`src/rtl/cpu_pkg.sv`:
```
// Shared definitions for the accumulator CPU: opcodes, bus/ALU selects,
// sequencer state encoding and the control strobe bundle.
package cpu_pkg;

  localparam int OPCODE_W = 3;

  localparam logic [OPCODE_W-1:0] OP_NOP = 3'b000;
  localparam logic [OPCODE_W-1:0] OP_LDA = 3'b001;
  localparam logic [OPCODE_W-1:0] OP_STA = 3'b010;
  localparam logic [OPCODE_W-1:0] OP_ADD = 3'b011;
  localparam logic [OPCODE_W-1:0] OP_SUB = 3'b100;
  localparam logic [OPCODE_W-1:0] OP_JMP = 3'b101;
  localparam logic [OPCODE_W-1:0] OP_JZ  = 3'b110;
  localparam logic [OPCODE_W-1:0] OP_HLT = 3'b111;

  localparam logic [1:0] BUS_PC  = 2'd0;
  localparam logic [1:0] BUS_IR  = 2'd1;
  localparam logic [1:0] BUS_MEM = 2'd2;
  localparam logic [1:0] BUS_AC  = 2'd3;

  localparam logic [1:0] ALU_PASS = 2'd0;
  localparam logic [1:0] ALU_ADD  = 2'd1;
  localparam logic [1:0] ALU_SUB  = 2'd2;

  typedef enum logic [2:0] {
    FETCH_A = 3'd0,
    FETCH_M = 3'd1,
    DECODE  = 3'd2,
    EXEC_A  = 3'd3,
    EXEC_M  = 3'd4,
    HALT    = 3'd5
  } state_t;

  typedef struct packed {
    logic       mem_rd;
    logic       mem_wr;
    logic [1:0] bus_sel;
    logic       pc_inc;
    logic       pc_we;
    logic       ir_we;
    logic       mar_we;
    logic       ac_we;
    logic [1:0] alu_op;
    logic       halted;
  } ctrl_t;

  // Opcodes that go through the MAR-address / memory-access execute phase.
  function automatic logic is_mem_op(input logic [OPCODE_W-1:0] op);
    return (op == OP_LDA) || (op == OP_STA) || (op == OP_ADD) || (op == OP_SUB);
  endfunction

  function automatic logic [1:0] alu_for(input logic [OPCODE_W-1:0] op);
    case (op)
      OP_ADD:  return ALU_ADD;
      OP_SUB:  return ALU_SUB;
      default: return ALU_PASS;
    endcase
  endfunction

endpackage

```
`src/rtl/cpu_ctrl_decode.sv`:
```
// Combinational control decode: (state, opcode, ac_zero, mem_ack) -> strobes + next state.
// Mealy on mem_ack in FETCH_M/EXEC_M; opcode only matters in DECODE/EXEC_M.
module cpu_ctrl_decode
  import cpu_pkg::*;
(
  input  state_t                i_state,
  input  logic [OPCODE_W-1:0]   i_opcode,
  input  logic                  i_ac_zero,
  input  logic                  i_mem_ack,
  output ctrl_t                 o_ctrl,
  output state_t                o_next
);

  always_comb begin
    o_ctrl = '0;
    o_next = FETCH_A;
    case (i_state)
      FETCH_A: begin
        o_ctrl.bus_sel = BUS_PC;
        o_ctrl.mar_we  = 1'b1;
        o_next         = FETCH_M;
      end

      FETCH_M: begin
        o_ctrl.mem_rd  = 1'b1;
        o_ctrl.bus_sel = BUS_MEM;
        if (i_mem_ack) begin
          o_ctrl.ir_we  = 1'b1;
          o_ctrl.pc_inc = 1'b1;
          o_next        = DECODE;
        end else begin
          o_next = FETCH_M;
        end
      end

      DECODE: begin
        if (is_mem_op(i_opcode)) begin
          o_ctrl.bus_sel = BUS_IR;
          o_ctrl.mar_we  = 1'b1;
          o_next         = EXEC_A;
        end else begin
          case (i_opcode)
            OP_JMP: begin
              o_ctrl.bus_sel = BUS_IR;
              o_ctrl.pc_we   = 1'b1;
            end
            OP_JZ: begin
              o_ctrl.bus_sel = BUS_IR;
              o_ctrl.pc_we   = i_ac_zero;
            end
            OP_HLT:  o_next = HALT;
            default: o_next = FETCH_A;
          endcase
        end
      end

      EXEC_A: o_next = EXEC_M;

      EXEC_M: begin
        if (i_opcode == OP_STA) begin
          o_ctrl.mem_wr  = 1'b1;
          o_ctrl.bus_sel = BUS_AC;
        end else if (is_mem_op(i_opcode)) begin
          o_ctrl.mem_rd  = 1'b1;
          o_ctrl.bus_sel = BUS_MEM;
          o_ctrl.alu_op  = alu_for(i_opcode);
          o_ctrl.ac_we   = i_mem_ack;
        end
        // A non-memory opcode here has no pending request, so leave rather than wait for an ack.
        o_next = (i_mem_ack || !is_mem_op(i_opcode)) ? FETCH_A : EXEC_M;
      end

      HALT: begin
        o_ctrl.halted = 1'b1;
        o_next        = HALT;
      end

      default: o_next = FETCH_A;
    endcase
  end

endmodule

```
`src/rtl/cpu_ctrl_seq.sv`:
```
// Fetch/decode/execute sequencer: state register plus the combinational decode.
// Outputs are forced low while clr_n is asserted.
module cpu_ctrl_seq
  import cpu_pkg::*;
#(
  parameter int W   = 8,
  parameter int OPW = 3,
  parameter int AW  = W - OPW
) (
  input  logic         clk,
  input  logic         clr_n,
  input  logic [W-1:0] ir,
  input  logic         ac_zero,
  input  logic         mem_ack,
  output logic         mem_rd,
  output logic         mem_wr,
  output logic [1:0]   bus_sel,
  output logic         pc_inc,
  output logic         pc_we,
  output logic         ir_we,
  output logic         mar_we,
  output logic         ac_we,
  output logic [1:0]   alu_op,
  output logic         halted
);

  state_t              r_state;
  state_t              w_next;
  ctrl_t               w_ctrl;
  ctrl_t               w_out;
  logic [OPW-1:0]      w_opcode;
  logic                w_unused_operand;

  assign w_opcode = ir[W-1:W-OPW];
  // The operand reaches the bus through the IR register itself, not through this block.
  assign w_unused_operand = ^ir[AW-1:0];

  cpu_ctrl_decode u_decode (
    .i_state   (r_state),
    .i_opcode  (w_opcode),
    .i_ac_zero (ac_zero),
    .i_mem_ack (mem_ack),
    .o_ctrl    (w_ctrl),
    .o_next    (w_next)
  );

  always_ff @(posedge clk or negedge clr_n) begin
    if (!clr_n) r_state <= FETCH_A;
    else        r_state <= w_next;
  end

  assign w_out   = clr_n ? w_ctrl : '0;
  assign mem_rd  = w_out.mem_rd;
  assign mem_wr  = w_out.mem_wr;
  assign bus_sel = w_out.bus_sel;
  assign pc_inc  = w_out.pc_inc;
  assign pc_we   = w_out.pc_we;
  assign ir_we   = w_out.ir_we;
  assign mar_we  = w_out.mar_we;
  assign ac_we   = w_out.ac_we;
  assign alu_op  = w_out.alu_op;
  assign halted  = w_out.halted;

  a_pc_excl:  assert property (@(posedge clk) disable iff (!clr_n) !(pc_inc && pc_we));
  a_mem_excl: assert property (@(posedge clk) disable iff (!clr_n) !(mem_rd && mem_wr));
  a_we_excl:  assert property (@(posedge clk) disable iff (!clr_n)
                               $onehot0({mar_we, ir_we, ac_we, pc_we}));

endmodule

```
`config.mk`:
```
export PLATFORM = sky130hd
export DESIGN_NAME = cpu_ctrl_seq
export DESIGN_NICKNAME = d
export VERILOG_FILES = /design/src/rtl/cpu_pkg.sv /design/src/rtl/cpu_ctrl_decode.sv /design/src/rtl/cpu_ctrl_seq.sv
export SDC_FILE = /design/constraint.sdc
export NUM_CORES = 1
export LEC_CHECK = 0
export ABC_AREA = 0
export CAP_MARGIN = 25
export CORE_AREA = 8 8 45 47
export CTS_CLUSTER_SIZE = 10
export DETAILED_ROUTE_END_ITERATION = 10
export DIE_AREA = 0 0 53 55
export PLACE_DENSITY = 0.72
export REMOVE_ABC_BUFFERS = 1
export SETUP_SLACK_MARGIN = 0.02
export SYNTH_ARGS = -nofsm -noshare
export SYNTH_HDL_FRONTEND = slang
export SYNTH_HIERARCHICAL = 1
export SYNTH_SLANG_ARGS = --single-unit
```
`constraint.sdc`:
```
create_clock -name clk -period 1.9 [get_ports clk]
set_clock_uncertainty 0.15 [all_clocks]
set_input_delay 0.285 -clock clk [delete_from_list [all_inputs] [get_ports clk]]
set_output_delay 0.285 -clock clk [all_outputs]
set_load 0.05 [all_outputs]
```
==> flow_summary.toml <==
[status]
status = "complete, but fails checks"
violations = "setup timing"

[synth]
yosys.cell_types.count = 28
synth_seq_area_share_pct = 16.1
yosysTopAreaCell = "dfrtp_1"
synthesis.area_sq_um = 467
ys.flop_type = "dfrtp_1"
syn-mean-instance-area_sq_um = 7.53
synth.top_cell.area_share_pct = 16.1
synth-async-reset-ratio_pct = 100
ys_seq_elements = 3
synth_cells = 62
synthTopCellsByArea = "dfrtp_1 16%, and2_2 13%, and2_1 5.4%"
synth_edf_count = 0
ys_warn_count = 6

[route]
dr.pass1.iters = 3
vias = 545
first_iter_violations = 18
drcViolationCount = 0
ant_nets = 0
wire_per_inst_microns = 13.5
viasPerCell = 4.95
routed_wl_mm = 1.49

[cells_and_area]
largest_register_ffs = 3
final_common_cell = "buf_4"
seq_area_sq_um = 75.1
syn2layout_area_growth_pct = 99.5
antenna_cells = 0
fin_nets = 107
largest_register = "r_state"
design_area_sq_um = 931
multi_input_area_sq_um = 375
top_regs = "r_state: 3 flops"
final_cell_mix = "15 x buf_4, 10 x buf_12"
fillCellCount = 101
drive_above_1_share_pct = 57.4
fin_cells = 110

[die]
die_y_microns = 55
initial_core_util_pct = 33.7
die_area_sq_mm = 0.00292
die_w_microns = 53
ios = 24
rows = 14
core_sq_mm = 0.00138

[clocking]
tritoncts = "done"
cts_root_buf = "clkbuf_4"
clk_pin_slew_ps = 40
cts_buffer_depth = 2
cts_buffers = 3
insertion_delay_ps = 240
cts_sinks = 3
htree_levels = 1

[critical_path]
slowest_stage = "or3b_4"
cp_num_buf_inv = 1
cp-start-kind = "flip-flop"
slowest_delay_ps = 480
crit_required_ps = 1460
crit_path_end_kind = "primary output"
crit_family = "simple AND/OR/NAND/NOR gates"
r2r_cells = 4
critPathArrivalTime_ps = 1660
path_cells = "or3b_4 > o21ai_2 > o211a_1 > and2_4 > buf_8"
cp.depth = 5
crit_type = "reg2out"
path_max_fanout = 7

[sta]
worst_slack_ps = -192
relSlewSlack_pct = 73.6
fmax_ghz = 0.478
fin_hold_ws_ps = 101
finalCritPeriodShare_pct = 110
rsz0062_at_grt = "yes"
finalSetupViolCount = 8
fin_crit_ps = 2090
hold_viol_final = 0
worstMarginPinSlew_ps = 395
slew_viol_final = 0

[global_routing]
antenna_found_initial = 0
grt_pass1_wl_mm = 2.20
grt_usage_pct = 10.0
grt_pass1_vias = 548
grt_max_degree = 14
grt_overflow = 0

[job]
timing.max_cap.violations = 0

[pwr]
cellLeakagePower_nw = 0.423
p_clk_share_pct = 10.9
p_sw_share_pct = 43.7
p_switching_mw = 0.450
intPower_mw = 0.579
vdd_ir_drop_max_mv = 0.436
pwr_density_cell_mw_per_mm2 = 1100
p_seq_share_pct = 11.2
p_comb_share_pct = 77.8

[placed_design]
gp_congestion = 0.738
portBuffers = 18
post-place-ws_ps = -325
dp_hpwl_mm = 1.03
placed_cell_area_sq_um = 805
dp_cells = 101

[hold_path]
min_path_type = "in2async"
metrics by stage:
stage                     setup TNS (ps)  utilization (%)  power [mW]
after global routing               -1630             67.3        1.09
after CTS                           -901             63.6       0.932
after floorplan                     -204                -       0.469
after global placement             -1490             58.1       0.744
final                              -1100             67.3        1.03
after detailed placement           -1740             58.1       0.754
power by group through the flow:
stage / sequential, mW / clock, mW / combinational [mW]
3_5_place_dp: 0.112 / 0 / 0.643
3_3_place_gp: 0.111 / 0 / 0.633
2_1_floorplan: 0.143 / 0 / 0.326
5_1_grt: 0.117 / 0.124 / 0.844
6_report: 0.115 / 0.113 / 0.800
4_1_cts: 0.116 / 0.113 / 0.703
cell type report:
class / instances / area share [%]
flip-flops and latches: 3 / 8.06
clock buffers: 4 / 2.82
well taps: 16 / 2.15
inverters: 3 / 1.21
multi-input cells: 49 / 40.3
repair buffers: 35 / 45.4
final timing paths:
kind / from / to / slack (ps)
worst min register to register: r_state[2] / r_state[1] / 490
worst min-delay path: clr_n / r_state[1] / 100
max in group asynchronous: clr_n / r_state[0] / 1390
min in group clk: ir[6] / r_state[2] / 390
worst max register to register: r_state[1] / r_state[2] / 600
worst max-delay path: r_state[0] / bus_sel[0] / -190
routing by layer:
metal,up-vias,track usage [%],share of wire (%)
met5,-,0,0
met4,0,5.17,0
met3,0,1.60,3.4
met2,10,20.3,57
met1,258,9.30,39
li1,277,-,-
logic make-up after synthesis:
group	share of synthesized area, %
DFF	16.1
AOI/OAI and AO/OA	20.1
and+or+nand+nor	51.2
buffers and inverters	12.6
synth_stat cells (2+ instances only):
master	number
nand2_1	4
a211oi_1	2
and2_1	4
nand3_1	2
or3b_1	2
nand3b_1	2
clkbuf_1	2
a31oi_1	2
buf_2	2
and2_2	8
inv_1	3
a21oi_1	3
o22ai_1	3
buf_6	2
nor2_1	4
dfrtp_1	3
nand2b_1	2
or2b_1	2
timing repair:
action / in CTS / in global routing
gates resized for setup: 20 / 8
hold buffers: 0 / 0
pin swaps: 5 / 1
cloned: 0 / 0
setup endpoints to repair: 10 / 11
setup buffers: 1 / 4
No activity file was read; power rests on OpenSTA's default activity.
